### src/rtl/rv32im_lsu_pkg.sv
// Shared encodings for the RV32IM load/store alignment front-end: funct3 values,
// memory-stage word sizes and the controller state type.
package rv32im_lsu_pkg;

    localparam logic [2:0] F3_LB  = 3'b000;
    localparam logic [2:0] F3_LH  = 3'b001;
    localparam logic [2:0] F3_LW  = 3'b010;
    localparam logic [2:0] F3_LBU = 3'b100;
    localparam logic [2:0] F3_LHU = 3'b101;

    localparam logic [1:0] SIZE_BYTE = 2'b00;
    localparam logic [1:0] SIZE_HALF = 2'b01;
    localparam logic [1:0] SIZE_WORD = 2'b10;

    typedef enum logic [1:0] {
        StIdle,
        StIssue,
        StWait,
        StResp
    } lsu_state_e;

    function automatic logic [2:0] size_bytes(input logic [1:0] size);
        logic [2:0] n;
        case (size)
            SIZE_BYTE: n = 3'd1;
            SIZE_HALF: n = 3'd2;
            default:   n = 3'd4;
        endcase
        return n;
    endfunction

endpackage

### src/rtl/rv32im_lsu_align_load_extend.sv
// Combinational sign/zero extension of an LSB-justified load value to XLEN bits.
module rv32im_load_extend
    import rv32im_lsu_pkg::*;
#(
    parameter int unsigned XLEN = 32
) (
    input  logic [XLEN-1:0] data_i,
    input  logic [1:0]      size_i,
    input  logic            signed_i,
    output logic [XLEN-1:0] data_o
);

    always_comb begin
        data_o = data_i;
        case (size_i)
            SIZE_BYTE: data_o = {{(XLEN-8){signed_i & data_i[7]}}, data_i[7:0]};
            SIZE_HALF: data_o = {{(XLEN-16){signed_i & data_i[15]}}, data_i[15:0]};
            default:   data_o = data_i;
        endcase
    end

endmodule

### src/rtl/rv32im_lsu_align.sv
// Load/store front-end: decodes funct3, issues aligned accesses directly and splits
// misaligned ones into byte transactions, reassembling and extending load data.
module rv32im_lsu_align
    import rv32im_lsu_pkg::*;
#(
    parameter int unsigned XLEN             = 32,
    parameter bit          ALLOW_MISALIGNED = 1'b1
) (
    input  logic            clk_i,
    input  logic            rst_n_i,
    input  logic            clear_i,
    input  logic            req_i,
    output logic            ready_o,
    input  logic [XLEN-1:0] addr_i,
    input  logic [XLEN-1:0] wdata_i,
    input  logic [2:0]      funct3_i,
    input  logic            write_i,
    output logic            done_o,
    output logic [XLEN-1:0] rdata_o,
    output logic            err_o,
    output logic            mem_req_o,
    output logic [XLEN-1:0] mem_addr_o,
    output logic [XLEN-1:0] mem_data_o,
    output logic [1:0]      mem_word_size_o,
    output logic            mem_write_o,
    input  logic            mem_done_i,
    input  logic [XLEN-1:0] mem_rdata_i,
    input  logic            mem_err_i
);

    lsu_state_e      state_q;
    logic [XLEN-1:0] addr_q, wdata_q, acc_q, acc_d, ext_data;
    logic [1:0]      size_q;
    logic            signed_q, write_q, split_q, err_q;
    logic [2:0]      cnt_q, idx_q, idx_nxt;

    logic            done_q, mem_req_q, mem_write_q;
    logic [XLEN-1:0] rdata_q, mem_addr_q, mem_data_q;
    logic [1:0]      mem_size_q;

    logic [1:0]      dec_size;
    logic            dec_illegal, dec_misaligned;

    logic [XLEN-1:0] src_addr, src_wdata, iss_addr, iss_data;
    logic [1:0]      src_size, iss_size, src_idx;
    logic            src_split, src_write;

    always_comb begin
        dec_size    = SIZE_BYTE;
        dec_illegal = 1'b0;
        case (funct3_i)
            F3_LB, F3_LBU: dec_size = SIZE_BYTE;
            F3_LH, F3_LHU: dec_size = SIZE_HALF;
            F3_LW:         dec_size = SIZE_WORD;
            default:       dec_illegal = 1'b1;
        endcase
        if (write_i && funct3_i[2]) begin
            dec_illegal = 1'b1;
        end
        dec_misaligned = ((dec_size == SIZE_HALF) && addr_i[0]) ||
                         ((dec_size == SIZE_WORD) && (addr_i[1:0] != 2'b00));
    end

    assign idx_nxt = idx_q + 3'd1;

    // The next transaction comes from the request itself in IDLE, else from latched state.
    always_comb begin
        if (state_q == StIdle) begin
            src_addr  = addr_i;
            src_wdata = wdata_i;
            src_size  = dec_size;
            src_split = dec_misaligned;
            src_write = write_i;
            src_idx   = 2'd0;
        end else begin
            src_addr  = addr_q;
            src_wdata = wdata_q;
            src_size  = size_q;
            src_split = split_q;
            src_write = write_q;
            src_idx   = idx_nxt[1:0];
        end
        iss_addr = src_split ? src_addr + XLEN'(src_idx) : src_addr;
        iss_size = src_split ? SIZE_BYTE : src_size;
        iss_data = src_split ? XLEN'(src_wdata[{src_idx, 3'b000} +: 8]) : src_wdata;
    end

    always_comb begin
        acc_d = acc_q;
        if (split_q) begin
            acc_d[{idx_q[1:0], 3'b000} +: 8] = mem_rdata_i[7:0];
        end else begin
            acc_d = mem_rdata_i;
        end
    end

    rv32im_load_extend #(
        .XLEN(XLEN)
    ) u_extend (
        .data_i  (acc_d),
        .size_i  (size_q),
        .signed_i(signed_q),
        .data_o  (ext_data)
    );

    always_ff @(posedge clk_i or negedge rst_n_i) begin
        if (!rst_n_i) begin
            state_q     <= StIdle;
            addr_q      <= '0;
            wdata_q     <= '0;
            acc_q       <= '0;
            size_q      <= SIZE_BYTE;
            signed_q    <= 1'b0;
            write_q     <= 1'b0;
            split_q     <= 1'b0;
            err_q       <= 1'b0;
            cnt_q       <= 3'd0;
            idx_q       <= 3'd0;
            done_q      <= 1'b0;
            rdata_q     <= '0;
            mem_req_q   <= 1'b0;
            mem_addr_q  <= '0;
            mem_data_q  <= '0;
            mem_size_q  <= SIZE_BYTE;
            mem_write_q <= 1'b0;
        end else if (clear_i) begin
            state_q     <= StIdle;
            err_q       <= 1'b0;
            done_q      <= 1'b0;
            rdata_q     <= '0;
            mem_req_q   <= 1'b0;
            mem_addr_q  <= '0;
            mem_data_q  <= '0;
            mem_size_q  <= SIZE_BYTE;
            mem_write_q <= 1'b0;
        end else begin
            mem_req_q <= 1'b0;
            done_q    <= 1'b0;
            unique case (state_q)
                StIdle: begin
                    if (req_i) begin
                        addr_q   <= addr_i;
                        wdata_q  <= wdata_i;
                        size_q   <= dec_size;
                        signed_q <= ~funct3_i[2];
                        write_q  <= write_i;
                        split_q  <= dec_misaligned;
                        cnt_q    <= dec_misaligned ? size_bytes(dec_size) : 3'd1;
                        idx_q    <= 3'd0;
                        acc_q    <= '0;
                        if (dec_illegal) begin
                            // ISSUE is passed through without a bus request to keep
                            // the two-cycle error response.
                            err_q   <= 1'b1;
                            state_q <= StIssue;
                        end else if (dec_misaligned && !ALLOW_MISALIGNED) begin
                            err_q   <= 1'b1;
                            done_q  <= 1'b1;
                            rdata_q <= '0;
                            state_q <= StResp;
                        end else begin
                            err_q       <= 1'b0;
                            mem_req_q   <= 1'b1;
                            mem_addr_q  <= iss_addr;
                            mem_data_q  <= iss_data;
                            mem_size_q  <= iss_size;
                            mem_write_q <= src_write;
                            state_q     <= StIssue;
                        end
                    end
                end
                StIssue: begin
                    if (err_q) begin
                        done_q  <= 1'b1;
                        rdata_q <= '0;
                        state_q <= StResp;
                    end else begin
                        state_q <= StWait;
                    end
                end
                StWait: begin
                    if (mem_err_i) begin
                        err_q   <= 1'b1;
                        done_q  <= 1'b1;
                        rdata_q <= '0;
                        state_q <= StResp;
                    end else if (mem_done_i) begin
                        acc_q <= acc_d;
                        idx_q <= idx_nxt;
                        if (split_q && (idx_nxt < cnt_q)) begin
                            mem_req_q   <= 1'b1;
                            mem_addr_q  <= iss_addr;
                            mem_data_q  <= iss_data;
                            mem_size_q  <= iss_size;
                            mem_write_q <= src_write;
                            state_q     <= StIssue;
                        end else begin
                            done_q  <= 1'b1;
                            rdata_q <= write_q ? '0 : ext_data;
                            state_q <= StResp;
                        end
                    end
                end
                StResp: begin
                    err_q   <= 1'b0;
                    state_q <= StIdle;
                end
                default: state_q <= StIdle;
            endcase
        end
    end

    assign ready_o         = (state_q == StIdle);
    assign done_o          = done_q;
    assign err_o           = done_q & err_q;
    assign rdata_o         = rdata_q;
    assign mem_req_o       = mem_req_q;
    assign mem_addr_o      = mem_addr_q;
    assign mem_data_o      = mem_data_q;
    assign mem_word_size_o = mem_size_q;
    assign mem_write_o     = mem_write_q;

endmodule
### config.mk
export PLATFORM = sky130hd
export DESIGN_NAME = rv32im_lsu_align
export DESIGN_NICKNAME = d
export VERILOG_FILES = /design/src/rtl/rv32im_lsu_pkg.sv /design/src/rtl/rv32im_lsu_align_load_extend.sv /design/src/rtl/rv32im_lsu_align.sv
export SDC_FILE = /design/constraint.sdc
export NUM_CORES = 1
export LEC_CHECK = 0
export CAP_MARGIN = 15
export CORE_MARGIN = 5
export CORE_UTILIZATION = 53
export CTS_CLUSTER_SIZE = 28
export DETAILED_ROUTE_END_ITERATION = 16
export PLACE_DENSITY_LB_ADDON = 0.05
export SLEW_MARGIN = 20
export SYNTH_ARGS = -nofsm -noshare
export SYNTH_HDL_FRONTEND = slang
export SYNTH_SLANG_ARGS = --single-unit
### constraint.sdc
create_clock -name clk_i -period 4.3 [get_ports clk_i]
set_clock_uncertainty 0.1 [all_clocks]
set_input_delay 1.075 -clock clk_i [delete_from_list [all_inputs] [get_ports clk_i]]
set_output_delay 1.075 -clock clk_i [all_outputs]
set_load 0.01 [all_outputs]
==> results.md <==
- The aggregate negative setup slack is 0 ns.
- IR analysis of the VDD net gives a maximum drop of 0.000347 V.
- Clock tree synthesis inserted a total of 23 buffers.
- The number of hold buffers added after CTS was 0.
- The initial utilization of the core area, before any placement, comes to 53.8%.
- The capturing point of the worst reg2reg path is mem_data_o[19].
- Counting flops with an async set or reset pin after synthesis yields a share of 100%.
- The detailed-route vias per instance is 5.81.
- Summed over all nets, the half-perimeter wirelength after detailed placement is 20200 um.
- The clock tree from TritonCTS is built.
- The count of buffers added by post-CTS timing repair for setup is 0.
- The startpoint identified for the worst register-to-register timing path is idx_q[0].
- The share of cells above drive strength 1 is 14.3%.
- The floorplan core area is a little over 20000 um2.
- The count of synthesis-stage warnings from yosys is 0.
- The count of nets left with antenna violations once routing finished came out at 0.
- After filler insertion, the fill cell instance count of the layout stands at 1562.
- The critical path in this run is classified as flip-flop to output port.
- The share of Yosys cell area claimed by the top area cell type is 48.5%.
- Setup violations remaining at the end of the flow were counted as 0.
- The area growth from synthesis to layout is 29.0%.
- The leading area contributor after synthesis is dfrtp_1.
- The power per cell area is approximately 640 nW/um2.
- The number of different library cells used by synthesis comes to 72.
- Max-cap violations in this run came to 0.
- Averaged over all synthesized cells, the footprint is about 11 um2.
- The number of detailed-routing iterations run before antenna repair is 4.
- The cell count after synthesis is 989.
- Measured along the x axis, the die boundary spans 153 um.
- The initial antenna violation count is 1.
- At the pin with the least slew margin, the transition time is 1.00 ns.
- The tightest hold path in the finished design has a slack of ~0.37 ns.
- Registers take approximately 5300 um2.
- The power consumption is 8.96 mW.
- After global routing the overflow that remains totals 0.
- The maximum clock path buffer count is 3.
- The total stage count of the critical path is 3.
- The number of antenna diodes is 0.
- The kind of cell adding the most delay to the critical path is buffers and inverters.
- Derived from the worst setup path, the maximum achievable clock frequency is 282 MHz.
- The worst register-to-register path has a setup slack of 0.93 ns.
- The depth of the CTS H-tree is 1.
- Measured on the finished design, the core utilization comes to 69.3%.
- The critical path arrival is between 2 and 2.5 ns.
- Among all flip-flop cells after synthesis, the most frequent one is dfrtp_1.
- The pin count of the biggest net entering global routing is 112.
- Walking the worst path, the cells encountered are inv_1, ha_4, clkdlybuf4s50_1.
- The critical path startpoint category is a flip-flop.
- The register clock-pin slew on the reported worst setup and hold paths is about 0.06 ns.
- The worst reg2reg path depth is 9.
- Subtracting the final worst setup slack from the clock period gives 3.55 ns.
- The worst setup path is captured at an output port.
- After synthesis, the most frequently instantiated cells are dfrtp_1 (211), nand2_1 (80), a22o_1 (73).
- The overall die area is between 20000 and 25000 um2.
- Setup repair after global routing left no endpoint under its margin.
- The slowest stage of the critical path is the clkdlybuf4s50_1 cell.
- The insertion delay to the later sink of the worst-skew pair is 0.51 ns.
- The standard-cell row count is 52.
- The buffers plus inverters on the worst setup path is 2.
- The critical-path maximum fanout is 44.
- By instance count, the leading cell after synthesis is dfrtp_1.
- Summing all multi-input logic gate instances after layout gives 5260 um2.
- In this design, the stage delay of the slowest critical-path cell is 0.65 ns.
- The net count of the finished layout is approximately 1300.
- The number of DRC violations after detailed-routing iteration 0 is about 390.
- The cell leakage power is 6.06 nW.
- The via count of the first global-routing pass came to 8695.
- In this run, synthesis inferred 0 flip-flops with an integrated enable.
- The final hold violation count is 0.
- The final cycle utilization of the critical path is 82.5%.
- The critical path required time is 3.12 ns.
- Buffers placed on the I/O ports in this run total 208.
- The global-route wire length before repair is 47300 um.
- The synthesized design contains 211 register bits.
- The sequential cell area fraction in the yosys report is approximately half.
- The min-delay analysis places its worst path in the category flip-flop to flip-flop.
- After detailed routing, the average wire length per cell comes to around 20 um.
- The height of the die is 153 um.
- The worst hold path terminates at acc_q[23].
- The number of top-level pins is 209.
- Global routing used 24.4% of the available tracks.
- The final routed wirelength across all metal layers is 28900 um.
- By area the synthesized netlist is led by dfrtp_1 (49%), mux2_2 (7.5%), a22o_1 (5.9%).
- The number of nets in the synthesized netlist is between 1000 and 1500.
- The post-cts sizing count is 0.
- The root buffer selected by CTS is clkbuf_16.
- The max-slew violation count is 0.
- The worst slew margin relative to its limit is 33.1%.
- The via count is 8523.
- The count of cells along the worst hold path is 2.
- The startpoint of the tightest hold check path is acc_q[23].
- Clock tree synthesis found a total of 211 sinks.
- The flow ran to the end, and the final reports show no timing, DRC or antenna violations.
- The final weighted congestion in routability-driven placement is 0.834.
- The post-synthesis cell area is roughly 11000 um2.
- After detailed routing, the number of remaining DRC violations is 0.
[how the worst max path moves through the flow]
stage                           start  slack, ns              to
after floorplan            state_q[0]       0.84  mem_addr_o[26]
after global placement    funct3_i[1]       0.52  mem_addr_o[15]
after detailed placement  funct3_i[1]       0.45  mem_addr_o[21]
after CTS                  state_q[0]       0.72         ready_o
after global routing       state_q[0]       0.63         ready_o
final                      state_q[0]       0.75         ready_o
[metrics by stage]
stage | instances | setup WS [ns] | instance area [um2]
floorplan | 989 | 0.837 | 10900
finish | 1466 | 0.751 | 14000
CTS | 1466 | 0.719 | 14000
detailed placement | 1425 | 0.453 | 13200
global placement | 1425 | 0.524 | 13200
global route | 1466 | 0.625 | 14000
[worst min-delay path: cells and delay by family, from the launching register on]
kind,cells,cell delay (ns)
and+or+nand+nor,1,0.04
AOI/OAI and AO/OA,1,0.06
DFF,1,0.33
[registers in the layout, indices dropped and copies added, names as in the netlist]
name,flops
size_q,2
mem_req_o,1
err_q,1
mem_addr_o,32
rdata_o,32
signed_q,1
cnt_q,3
done_o,1
mem_word_size_o,2
mem_write_o,1
wdata_q,32
split_q,1
idx_q,3
acc_q,32
mem_data_o,32
write_q,1
addr_q,32
state_q,2
[placed cells by master (no fill, tap or decap), types with 23 or more instances in the layout]
| master | netlist | layout |
|---|---|---|
| mux2i_1 | 60 | 60 |
| nor2_1 | 68 | 66 |
| clkbuf_16 | 0 | 23 |
| mux2_2 | 72 | 72 |
| o2bb2ai_1 | 34 | 34 |
| nand2_1 | 80 | 80 |
| o21ai_0 | 33 | 33 |
| buf_4 | 2 | 23 |
| clkdlybuf4s50_1 | 0 | 207 |
| a22o_1 | 73 | 73 |
| a21oi_1 | 63 | 63 |
| dfrtp_1 | 211 | 211 |
[cells by family (layout without fill, tap and decap cells)]
group	after synthesis	after routing	synth area share (%)
compound gates	266	266	18.1
flops	211	211	48.5
fa+ha+maj	15	15	1.79
buf+inv	82	289	3.43
mux	132	132	13.0
simple gates	256	256	13.0
xor+xnor	27	27	2.17
[final cells by class]
cell class | instances | area share (%)
multi-input combinational | 696 | 37.5
clock inverter | 6 | 0.419
tap | 270 | 2.41
inverter | 14 | 0.375
clock buffer | 35 | 5.14
timing repair buffer | 234 | 16.5
sequential | 211 | 37.6
[routing by layer]
| layer | share of wire [%] | wire [um] | global-route usage (%) | up-vias |
|---|---|---|---|---|
| met5 | 0.069 | 20 | 0 | - |
| met1 | 45 | 12900 | 34.3 | 4184 |
| li1 | - | - | - | 4028 |
| met2 | 47 | 13500 | 39.1 | 255 |
| met3 | 6.5 | 1870 | 5.15 | 54 |
| met4 | 2.3 | 657 | 6.07 | 2 |
[report_power, final]
group          total (mW)  switching, mW  internal [mW]
clock network        2.00          0.792           1.21
logic                3.81           1.99           1.83
registers            3.15          0.529           2.62
total                8.96           3.31           5.65
Power figures use the tool's default switching activity.
